**src/rtl/ycbcr_pkg.sv**
```systemverilog
// ycbcr_pkg: coefficients, offsets, mode enum and side-band payload shared by the RGB->YCbCr pipe
package ycbcr_pkg;
    // Coefficients are stored as Q0.16 magnitudes; the signs of the Cb/Cr terms are applied in stage 2.
    localparam int COEF_FRAC = 16;
    localparam int Y_R = 'h4C8B;
    localparam int Y_G = 'h9645;
    localparam int Y_B = 'h1D2F;
    localparam int CB_R = 'h2B32;
    localparam int CB_G = 'h54CD;
    localparam int C_HALF = 'h8000;
    localparam int CR_G = 'h6B2F;
    localparam int CR_B = 'h14D0;
    localparam int Y_OFS = 128;
    localparam int C_OFS = 128;

    typedef enum logic {YCC_LEVEL_SHIFT = 1'b0, YCC_STANDARD = 1'b1} ycc_mode_e;

    typedef struct packed {
        ycc_mode_e mode;
        logic      last;
    } ycc_side_t;

    // Rescale a Q0.16 coefficient to another fraction width (round-half-up when narrowing).
    function automatic longint scale_coef(input longint c, input int frac_w);
        if (frac_w >= COEF_FRAC) return c <<< (frac_w - COEF_FRAC);
        return (c + (longint'(1) <<< (COEF_FRAC - frac_w - 1))) >>> (COEF_FRAC - frac_w);
    endfunction
endpackage

```
**src/rtl/ycc_coef_mul.sv**
```systemverilog
// ycc_coef_mul: unsigned pixel times a constant coefficient built from shifted partial sums
module ycc_coef_mul #(
    parameter int PIX_W = 8,
    parameter int FRAC_W = 16,
    parameter logic [FRAC_W-1:0] COEF = '0
) (
    input  logic [PIX_W-1:0]        pix_i,
    output logic [PIX_W+FRAC_W-1:0] prod_o
);
    localparam int P_W = PIX_W + FRAC_W;

    // Sum one shifted copy of the pixel per set coefficient bit; constant bits prune the adders.
    always_comb begin
        prod_o = '0;
        for (int k = 0; k < FRAC_W; k++)
            prod_o = prod_o + (COEF[k] ? (P_W'(pix_i) << k) : '0);
    end
endmodule

```
**src/rtl/rgb_ycbcr_pipe.sv**
```systemverilog
// rgb_ycbcr_pipe: 3-stage RGB->YCbCr converter with valid/ready on both sides; YCC_ROUND_SAT_EN adds round+clamp
module rgb_ycbcr_pipe
    import ycbcr_pkg::*;
#(
    parameter int PIX_W = 8,
    parameter int FRAC_W = 16,
    parameter int OUT_W = 32
) (
    input  logic             clk,
    input  logic             rst_n,
    input  logic             in_valid,
    output logic             in_ready,
    input  logic             in_mode,
    input  logic             in_last,
    input  logic [PIX_W-1:0] r,
    input  logic [PIX_W-1:0] g,
    input  logic [PIX_W-1:0] b,
    output logic             out_valid,
    input  logic             out_ready,
    output logic             out_last,
    output logic [OUT_W-1:0] y,
    output logic [OUT_W-1:0] cb,
    output logic [OUT_W-1:0] cr
);
    localparam int P_W = PIX_W + FRAC_W;
    // Product order: Y(R,G,B), Cb(R,G,B), Cr(R,G,B); index 0 sits in the LSBs.
    localparam logic [9*FRAC_W-1:0] COEFS = {
        FRAC_W'(scale_coef(CR_B, FRAC_W)), FRAC_W'(scale_coef(CR_G, FRAC_W)),
        FRAC_W'(scale_coef(C_HALF, FRAC_W)), FRAC_W'(scale_coef(C_HALF, FRAC_W)),
        FRAC_W'(scale_coef(CB_G, FRAC_W)), FRAC_W'(scale_coef(CB_R, FRAC_W)),
        FRAC_W'(scale_coef(Y_B, FRAC_W)), FRAC_W'(scale_coef(Y_G, FRAC_W)),
        FRAC_W'(scale_coef(Y_R, FRAC_W))
    };
    localparam logic signed [OUT_W-1:0] Y_OFS_F = OUT_W'(Y_OFS) <<< FRAC_W;
    localparam logic signed [OUT_W-1:0] C_OFS_F = OUT_W'(C_OFS) <<< FRAC_W;

    logic [P_W-1:0] prod [9];
    logic [P_W-1:0] prod_q [9];
    logic signed [OUT_W-1:0] ext [9];
    logic s1_valid_q, s2_valid_q, out_valid_q;
    logic s1_free, s2_free, s3_free;
    ycc_side_t s1_side_q;
    logic s2_last_q, out_last_q;
    logic signed [OUT_W-1:0] c_ofs;
    logic signed [OUT_W-1:0] y0_d, y1_d, cb0_d, cb1_d, cr0_d, cr1_d;
    logic signed [OUT_W-1:0] y0_q, y1_q, cb0_q, cb1_q, cr0_q, cr1_q;
    logic signed [OUT_W-1:0] y_d, cb_d, cr_d, y_q, cb_q, cr_q;

    // A stage may load when empty or when its content moves on this same cycle.
    assign s3_free = !out_valid_q || out_ready;
    assign s2_free = !s2_valid_q || s3_free;
    assign s1_free = !s1_valid_q || s2_free;
    assign in_ready = s1_free;

    for (genvar i = 0; i < 9; i++) begin : g_mul
        ycc_coef_mul #(
            .PIX_W(PIX_W),
            .FRAC_W(FRAC_W),
            .COEF(COEFS[i*FRAC_W +: FRAC_W])
        ) u_mul (
            .pix_i(i % 3 == 0 ? r : i % 3 == 1 ? g : b),
            .prod_o(prod[i])
        );
        assign ext[i] = signed'(OUT_W'(prod_q[i]));
    end

    // Stage 1: register the nine unsigned products with the pixel's mode/last.
    always_ff @(posedge clk or negedge rst_n) begin
        if (!rst_n) begin
            s1_valid_q <= 1'b0;
            s1_side_q <= '0;
            for (int k = 0; k < 9; k++) prod_q[k] <= '0;
        end else if (s1_free) begin
            s1_valid_q <= in_valid;
            if (in_valid) begin
                s1_side_q <= '{mode: ycc_mode_e'(in_mode), last: in_last};
                for (int k = 0; k < 9; k++) prod_q[k] <= prod[k];
            end
        end
    end

    assign c_ofs = (s1_side_q.mode == YCC_STANDARD) ? C_OFS_F : '0;

    // Stage 2 next state: signed pair sums, the mode offset folded into the second term.
    always_comb begin
        y0_d = ext[0] + ext[1];
        y1_d = ext[2] - ((s1_side_q.mode == YCC_LEVEL_SHIFT) ? Y_OFS_F : '0);
        cb0_d = -ext[3] - ext[4];
        cb1_d = ext[5] + c_ofs;
        cr0_d = ext[6] - ext[7];
        cr1_d = c_ofs - ext[8];
    end

`ifdef YCC_ROUND_SAT_EN
    ycc_mode_e s2_mode_q;
`endif

    // Stage 2: register the partial sums.
    always_ff @(posedge clk or negedge rst_n) begin
        if (!rst_n) begin
            s2_valid_q <= 1'b0;
            s2_last_q <= 1'b0;
`ifdef YCC_ROUND_SAT_EN
            s2_mode_q <= YCC_LEVEL_SHIFT;
`endif
            {y0_q, y1_q, cb0_q, cb1_q, cr0_q, cr1_q} <= '0;
        end else if (s2_free) begin
            s2_valid_q <= s1_valid_q;
            if (s1_valid_q) begin
                s2_last_q <= s1_side_q.last;
`ifdef YCC_ROUND_SAT_EN
                s2_mode_q <= s1_side_q.mode;
`endif
                {y0_q, y1_q, cb0_q, cb1_q, cr0_q, cr1_q} <= {y0_d, y1_d, cb0_d, cb1_d, cr0_d, cr1_d};
            end
        end
    end

`ifdef YCC_ROUND_SAT_EN
    localparam logic signed [OUT_W-1:0] HALF = OUT_W'(1) <<< (FRAC_W - 1);

    // Round half up to an integer and clamp to the 8-bit range of the selected mode.
    function automatic logic signed [OUT_W-1:0] rnd_sat(input logic signed [OUT_W-1:0] v, input ycc_mode_e m);
        logic signed [OUT_W-1:0] t, lo, hi;
        t = (v + HALF) >>> FRAC_W;
        lo = (m == YCC_STANDARD) ? OUT_W'(0) : OUT_W'(-128);
        hi = (m == YCC_STANDARD) ? OUT_W'(255) : OUT_W'(127);
        return (t < lo) ? lo : (t > hi) ? hi : t;
    endfunction

    // Stage 3 next state: final sums, rounded and clamped.
    always_comb begin
        y_d = rnd_sat(y0_q + y1_q, s2_mode_q);
        cb_d = rnd_sat(cb0_q + cb1_q, s2_mode_q);
        cr_d = rnd_sat(cr0_q + cr1_q, s2_mode_q);
    end
`else
    // Stage 3 next state: raw fixed-point final sums.
    always_comb begin
        y_d = y0_q + y1_q;
        cb_d = cb0_q + cb1_q;
        cr_d = cr0_q + cr1_q;
    end
`endif

    // Stage 3: output registers; they hold while the consumer stalls.
    always_ff @(posedge clk or negedge rst_n) begin
        if (!rst_n) begin
            out_valid_q <= 1'b0;
            out_last_q <= 1'b0;
            {y_q, cb_q, cr_q} <= '0;
        end else if (s3_free) begin
            out_valid_q <= s2_valid_q;
            if (s2_valid_q) begin
                out_last_q <= s2_last_q;
                {y_q, cb_q, cr_q} <= {y_d, cb_d, cr_d};
            end
        end
    end

    assign out_valid = out_valid_q;
    assign out_last = out_last_q;
    assign y = y_q;
    assign cb = cb_q;
    assign cr = cr_q;
endmodule

```
**config.mk**
```make
export PLATFORM = sky130hd
export DESIGN_NAME = rgb_ycbcr_pipe
export DESIGN_NICKNAME = d
export VERILOG_FILES = /design/src/rtl/ycbcr_pkg.sv /design/src/rtl/ycc_coef_mul.sv /design/src/rtl/rgb_ycbcr_pipe.sv
export SDC_FILE = /design/constraint.sdc
export NUM_CORES = 2
export LEC_CHECK = 0
export CAP_MARGIN = 15
export CORE_ASPECT_RATIO = 1.4
export CORE_MARGIN = 1.5
export CORE_UTILIZATION = 45
export CTS_BUF_LIST = sky130_fd_sc_hd__clkbuf_8 sky130_fd_sc_hd__clkbuf_16
export CTS_CLUSTER_SIZE = 24
export DETAILED_ROUTE_END_ITERATION = 8
export GPL_ROUTABILITY_DRIVEN = 0
export PLACE_DENSITY = 0.64
export SLEW_MARGIN = 20
export SYNTH_ARGS = -nofsm -noshare
export SYNTH_HDL_FRONTEND = slang
export SYNTH_HIERARCHICAL = 1
export SYNTH_SLANG_ARGS = --single-unit
```
**constraint.sdc**
```tcl
create_clock -name clk -period 3.3 [get_ports clk]
set_input_delay 0.66 -clock clk [delete_from_list [all_inputs] [get_ports clk]]
set_output_delay 0.66 -clock clk [all_outputs]
set_load 0.005 [all_outputs]
```
* After elaboration in Yosys (flattened, before gate mapping)
Index checks and enable logic that the tools add are counted.
** Word-level totals
- Bits of input ports :: 30
- Register bits after elaboration :: 479
- Word-level logic and storage cells :: 91
- Output and inout bits :: 99
** Cells by class
- Multiplexer cells :: 2
- $add $sub $neg :: 55
- Reductions and logical operators :: 9
** Operator list (count)
- adder 24 x 18 -> 24 bit :: 5
- adder 24 x 11 -> 24 bit :: 4
- adder 24 x 19 -> 24 bit :: 4
- adder 24 x 20 -> 24 bit :: 4
- adder 32 bit :: 3
- adder 24 x 13 -> 24 bit :: 3
- adder 24 x 15 -> 24 bit :: 3
- adder 24 x 16 -> 24 bit :: 3
- adder 24 x 17 -> 24 bit :: 3
- adder 24 x 22 -> 24 bit :: 3
- subtractor 24 x 24 -> 25 bit :: 2
- adder 24 x 10 -> 24 bit :: 2
- adder 24 x 14 -> 24 bit :: 2
- adder 24 x 21 -> 24 bit :: 2
- two-way mux 24 bit :: 2
- negation 24 -> 32 bit :: 1
- subtractor 32 x 25 -> 32 bit :: 1
- adder 8 x 9 -> 10 bit :: 3
- adder 23 x 24 -> 25 bit :: 1
- adder 24 x 24 -> 25 bit :: 1
- subtractor 23 x 24 -> 25 bit :: 1
- adder 24 x 23 -> 24 bit :: 1
- adder 12 x 14 -> 15 bit :: 1
- adder 9 x 12 -> 13 bit :: 1
- 4 further kinds :: 10

* Longest topological paths before layout
- Depth in word-level cells :: 9
- Mapped depth :: 25
- Gate-level depth less buffers :: 25

* By module
Netlist, hierarchy kept.
** Modules (own cells, without submodules)
- rgb_ycbcr_pipe :: instances 1, sequential area each 11911.4 um^2, cells each 2567, area an instance 25620.8 um^2
- ycc_coef_mul at g_mul[7].u_mul :: instances 1, sequential area each 0.0 um^2, cells each 219, area an instance 2139.6 um^2
- ycc_coef_mul at g_mul[2].u_mul :: instances 1, sequential area each 0.0 um^2, cells each 196, area an instance 1921.8 um^2
- ycc_coef_mul at g_mul[4].u_mul :: instances 1, sequential area each 0.0 um^2, cells each 181, area an instance 1786.7 um^2
- ycc_coef_mul at g_mul[0].u_mul :: instances 1, sequential area each 0.0 um^2, cells each 180, area an instance 1602.8 um^2
- ycc_coef_mul at g_mul[3].u_mul :: instances 1, sequential area each 0.0 um^2, cells each 169, area an instance 1551.5 um^2
- ycc_coef_mul at g_mul[1].u_mul :: instances 1, sequential area each 0.0 um^2, cells each 166, area an instance 1467.7 um^2
- ycc_coef_mul at g_mul[8].u_mul :: instances 1, sequential area each 0.0 um^2, cells each 116, area an instance 1002.2 um^2
- ycc_coef_mul at g_mul[5].u_mul ... :: instances 2, sequential area each 0.0 um^2, cells each 25, area an instance 183.9 um^2

* Least setup slack after synthesis
No wires, ideal clock.
- Path type :: input to register
- Start :: input g[0]
- End :: register prod_q, in the netlist ext[55]
- Buffers on the path :: 0
- Arrival time :: 6.158 ns
- Setup time :: 0.125 ns
- Cell stages on the path :: 23
- Required time :: 3.175 ns
- Path slack :: -2.983 ns
- Cells stage by stage :: inv_1 -> fa_1 -> inv_1 -> fa_1 -> fa_1 -> inv_1 -> fa_1 -> inv_1 -> a21o_1 -> a41o_1 -> nor2_1 -> xor2_1 -> fa_1 -> inv_1 -> fa_1 -> ha_1 -> ha_1 -> fa_1 -> a211oi_2 -> o211ai_2 -> a311o_1 -> a22o_1 -> mux2_2
** RTL lines
- start: declaration :: RTL line rgb_ycbcr_pipe.sv:16 : input logic [PIX_W-1:0] g,
- end: declaration :: RTL line rgb_ycbcr_pipe.sv:38 : logic [P_W-1:0] prod_q [9];

==> metrics.md <==
| Metric | Value |
|---|---|
| Mapped Cells | `3,844` |
| Leakage power | `roughly 22 nW` |
| Via count | `roughly 29,000` |
| Hold path cells | `2` |
| Yosys top cell by area | `dfrtp_1` |
| Main combinational cell family by area after synthesis | `adder cells` |
| Area of the die | `85,000 µm²` |
| Slew @ Worst Pin | `about 0.64 ns` |
| Starting Density | `a little under half` |
| Violated checks | `setup timing` |
| P_int | `~25 mW` |
| Row Count | `between 100 and 150` |
| Synth Area in Compound Gates | `14.9%` |
| Slowest stage delay, CP | `roughly 0.59 ns` |
| Clock period minus worst slack | `between 5 and 6 ns` |
| DRT antenna net count | `0` |
| H-tree depth | `2` |
| Startpoint types | `input port` |
| Reg2reg start | `ext[129]` |
| Slew headroom | `about 57%` |
| Dpl hpwl | `approximately 70,000 µm` |
| Total Routing Usage GR | `21.2%` |
| PnR worst setup slack | `-2.50 ns` |
| Final setup skew | `approximately 0.012 ns` |
| CP Data Arrival Time | `6.25 ns` |
| Root buffer cell | `clkbuf_16` |
| Wire length of the first global-routing pass | `approximately 150,000 µm` |
| WL per Instance | `approximately 16 µm` |
| Largest net degree at the start of global routing | `118` |
| Die width | `around 250 µm` |
| Synth Area per Inst | `slightly below 10 µm²` |
| Die Ht | `344 µm` |
| Footprint of the multi-input gates | `between 20,000 and 30,000 µm²` |
| Mux cell area share after synthesis | `6.61%` |
| CTS sink cnt | `around 480` |
| Critical path class | `input port to flip-flop` |
| Post-Synth Simple-Gate Area | `about 11%` |
| DRT Pass-1 Iters | `5` |
| Vias/cell | `~5.2` |
| Cts bufs inserted | `45` |
| Clk pwr share | `roughly 12%` |
| Top cells by area, synth | `dfrtp_1 32%, ha_1 16%, fa_1 8.4%` |
| Fillers | `7,053` |
| Reg2reg setup slack | `roughly 0.24 ns` |
| Worst path buffer plus inverter count | `5` |
| RSZ-0062 raised after global routing | `true` |
| Initial antenna violation count | `2` |
| CTS Buffer Depth | `3` |
| Hold path start | `ext[112]` |
| Yosys reg bits | `476` |
| CP top delay family | `adder cells` |
| Worst-path maximum fanout | `4` |
| Fin nets | `4,991` |
| Max-cap violation count | `0` |
| Share of the synthesized area in the top cell type | `31.8%` |
| Post-DP Area | `42,900 µm²` |
| Share of layout cells above drive strength 1 | `between 20% and 30%` |
| Sequential Power Share | `a little under a quarter` |
| Leading cell types in the layout, fill and taps excluded | `477 x nand2_1, 476 x dfrtp_1, 400 x ha_1` |
| Maximum VDD drop | `0.524 mV` |
| CTS tree | `built` |
| Final Hold Fails | `0` |
| Final Max Slew Viols | `0` |
| # setup viols final | `92` |
| Final wirelength | `~89,000 µm` |
| PD cells | `911 nW/µm²` |
| Critical Path Sink Type | `flip-flop` |
| Vias in the first global route | `28,700` |
| # IOs | `between 100 and 150` |
| Tcrit/Tclk final | `176%` |
| Final instance area | `46,700 µm²` |
| Highest clock rate | `172 MHz` |
| Switching Fraction | `around two fifths` |
| Port bufs | `around 130` |
| Xor-xnor portion of the synthesized cell area | `under 10%` |
| Hold WS | `0.465 ns` |
| Count of cell types in the netlist | `between 90 and 100` |
| Slowest cell on the critical path | `fa_1` |
| Clock transition at path regs | `around 0.07 ns` |
| Hold Crit Class | `flip-flop to flip-flop` |
| Post-synthesis sequential area ratio | `between 30% and 40%` |
| Reg area | `~12,000 µm²` |
| Ys flop type | `dfrtp_1` |
| Grt total ovfl | `0` |
| Latest clock arrival within the worst-skew pair | `about 0.57 ns` |
| # DRC | `0` |
| Crit-path cells | `buf_12, inv_12, fa_1, inv_2, fa_1, fa_1, ha_4, a21o_1, a2111oi_4, o21bai_1, a21oi_1, xnor2_1, fa_2, inv_2, fa_1, inv_2, ha_4, nor2b_4, o31a_1, or4_4, a31oi_4, xnor2_2, mux2_4` |
| Sw Pwr | `17.8 mW` |
| Commonest non-fill, non-tap cell in the layout | `nand2_1` |
| Core Footprint | `82,700 µm²` |
| Hold Path End | `cb1_q[16]` |
| Number of flops mapped to enable cells by yosys | `0` |
| Reg-to-reg critical path endpoint | `cb0_q[21]` |
| YS warnings | `6` |
| CP most frequent cell | `fa_1` |
| CP required | `roughly 3.8 ns` |
| Status | `complete, but fails checks` |
| Asr flop ratio synth | `100%` |
| P&R area growth vs syn | `24.7%` |
| Iter 0 DRT Violations | `roughly 1,300` |
| Gate power share | `between 60 and 70%` |
| Synth Area in Adders | `between 20 and 25%` |
| Synth Cell Area | `around 37,000 µm²` |
| R2R cell count | `12` |
## cells in the mapped netlist (all sizes together), types with 7 or more instances
cell type,instances
a211oi,46
a21boi,9
a21o,109
a21oi,194
a31o,8
a31oi,33
and2,17
and3,31
buf,77
clkbuf,104
conb,7
dfrtp,476
fa,157
ha,476
inv,300
mux2,218
nand2,482
nand2b,32
nand3,65
nand4,30
nor2,153
nor2b,23
nor3,46
nor4,9
o2111ai,8
o211ai,18
o21a,43
o21ai,260
o21bai,26
o31ai,35
o41ai,8
or2,8
or3,14
or4,13
xnor2,131
xor2,97
## registers in the layout, summed over array words and instances (netlist names)
register / cells
ext: 216
out_last: 1
s2_last_q: 1
cb0_q: 32
cr: 32
y1_q: 25
cb: 32
cb1_q: 25
y0_q: 25
out_valid: 1
s2_valid_q: 1
cr0_q: 25
cr1_q: 25
s1_valid_q: 1
s1_side_q: 2
y: 32
## worst max-delay path by stage
stage / startpoint / endpoint / slack (ns) / depth (start not counted)
5_1_grt: g[0] / ext[53] / -2.64 / 26
3_3_place_gp: b[2] / ext[213] / -3.50 / 23
2_1_floorplan: g[0] / ext[150] / -2.68 / 22
6_report: g[0] / ext[148] / -2.50 / 23
4_1_cts: b[2] / ext[213] / -2.51 / 26
3_5_place_dp: b[2] / ext[213] / -3.57 / 23
## timing repair
action | in CTS | in global routing
pin swaps | 145 | 131
hold buffers | 1 | 0
hold endpoints to repair | 1 | 0
buffers inserted | 52 | 39
setup endpoints to repair | 103 | 101
gates resized for setup | 304 | 169
## power by group through the flow
stage          clock network (mW)  logic [mW]  registers (mW)
2_1_floorplan                   0        17.5            9.34
3_3_place_gp                    0        24.6            9.90
3_5_place_dp                    0        25.0            9.98
4_1_cts                      5.42        26.4            9.88
5_1_grt                      5.66        30.6            10.2
6_report                     5.27        27.4            9.87
## worst register-to-register path: stages, from the launching register on
cell	delay [ns]
dfrtp_1	0.38
ha_1	0.28
inv_1	0.05
ha_1	0.23
fa_1	0.41
a21oi_1	0.16
o21ai_1	0.13
a211oi_2	0.27
o21ai_2	0.12
o211ai_1	0.23
a21boi_0	0.14
or3_1	0.32
a31o_2	0.23
## area by class of cell
cell class | count | area share (%)
multi-input combinational | 2925 | 54.5
timing repair buffer | 580 | 11.3
clock buffer | 54 | 2.70
clock inverter | 22 | 0.495
sequential | 476 | 25.5
inverter | 300 | 2.55
antenna | 1 | 0.00536
tap | 1079 | 2.89
## per-layer routing
metal | global-route usage (%) | wire length, µm | vias to the layer above
met5 | 0 | 13 | -
met4 | 5.75 | 2700 | 2
met3 | 1.42 | 1690 | 125
met2 | 38.8 | 45200 | 355
met1 | 26.7 | 39300 | 13800
li1 | - | - | 14300
## stage by stage
stage / power (mW) / cells / worst slack (ns) / utilization [%] / setup TNS, ns
CTS: 41.8 / 5409 / -2.51 / 55.3 / -125.88
global route: 46.5 / 5437 / -2.64 / 56.5 / -141.08
detailed placement: 35.0 / 5282 / -3.57 / 51.8 / -243.16
global placement: 34.5 / 5282 / -3.50 / 51.8 / -239.03
finish: 42.6 / 5437 / -2.50 / 56.5 / -129.89
floorplan: 26.9 / 3882 / -2.68 / - / -136.73
## cells by family (layout without fill, tap and decap cells)
family                     count (synthesis)  in the layout
other                                      7             46
buffers and inverters                    481            956
muxes                                    220            220
xor gates and xnor gates                 228            228
DFF                                      476            476
and+or+nand+nor                          941            941
adders and majority gates                633            633
AOI/OAI and AO/OA                        858            858
Power figures use the tool's default switching activity.
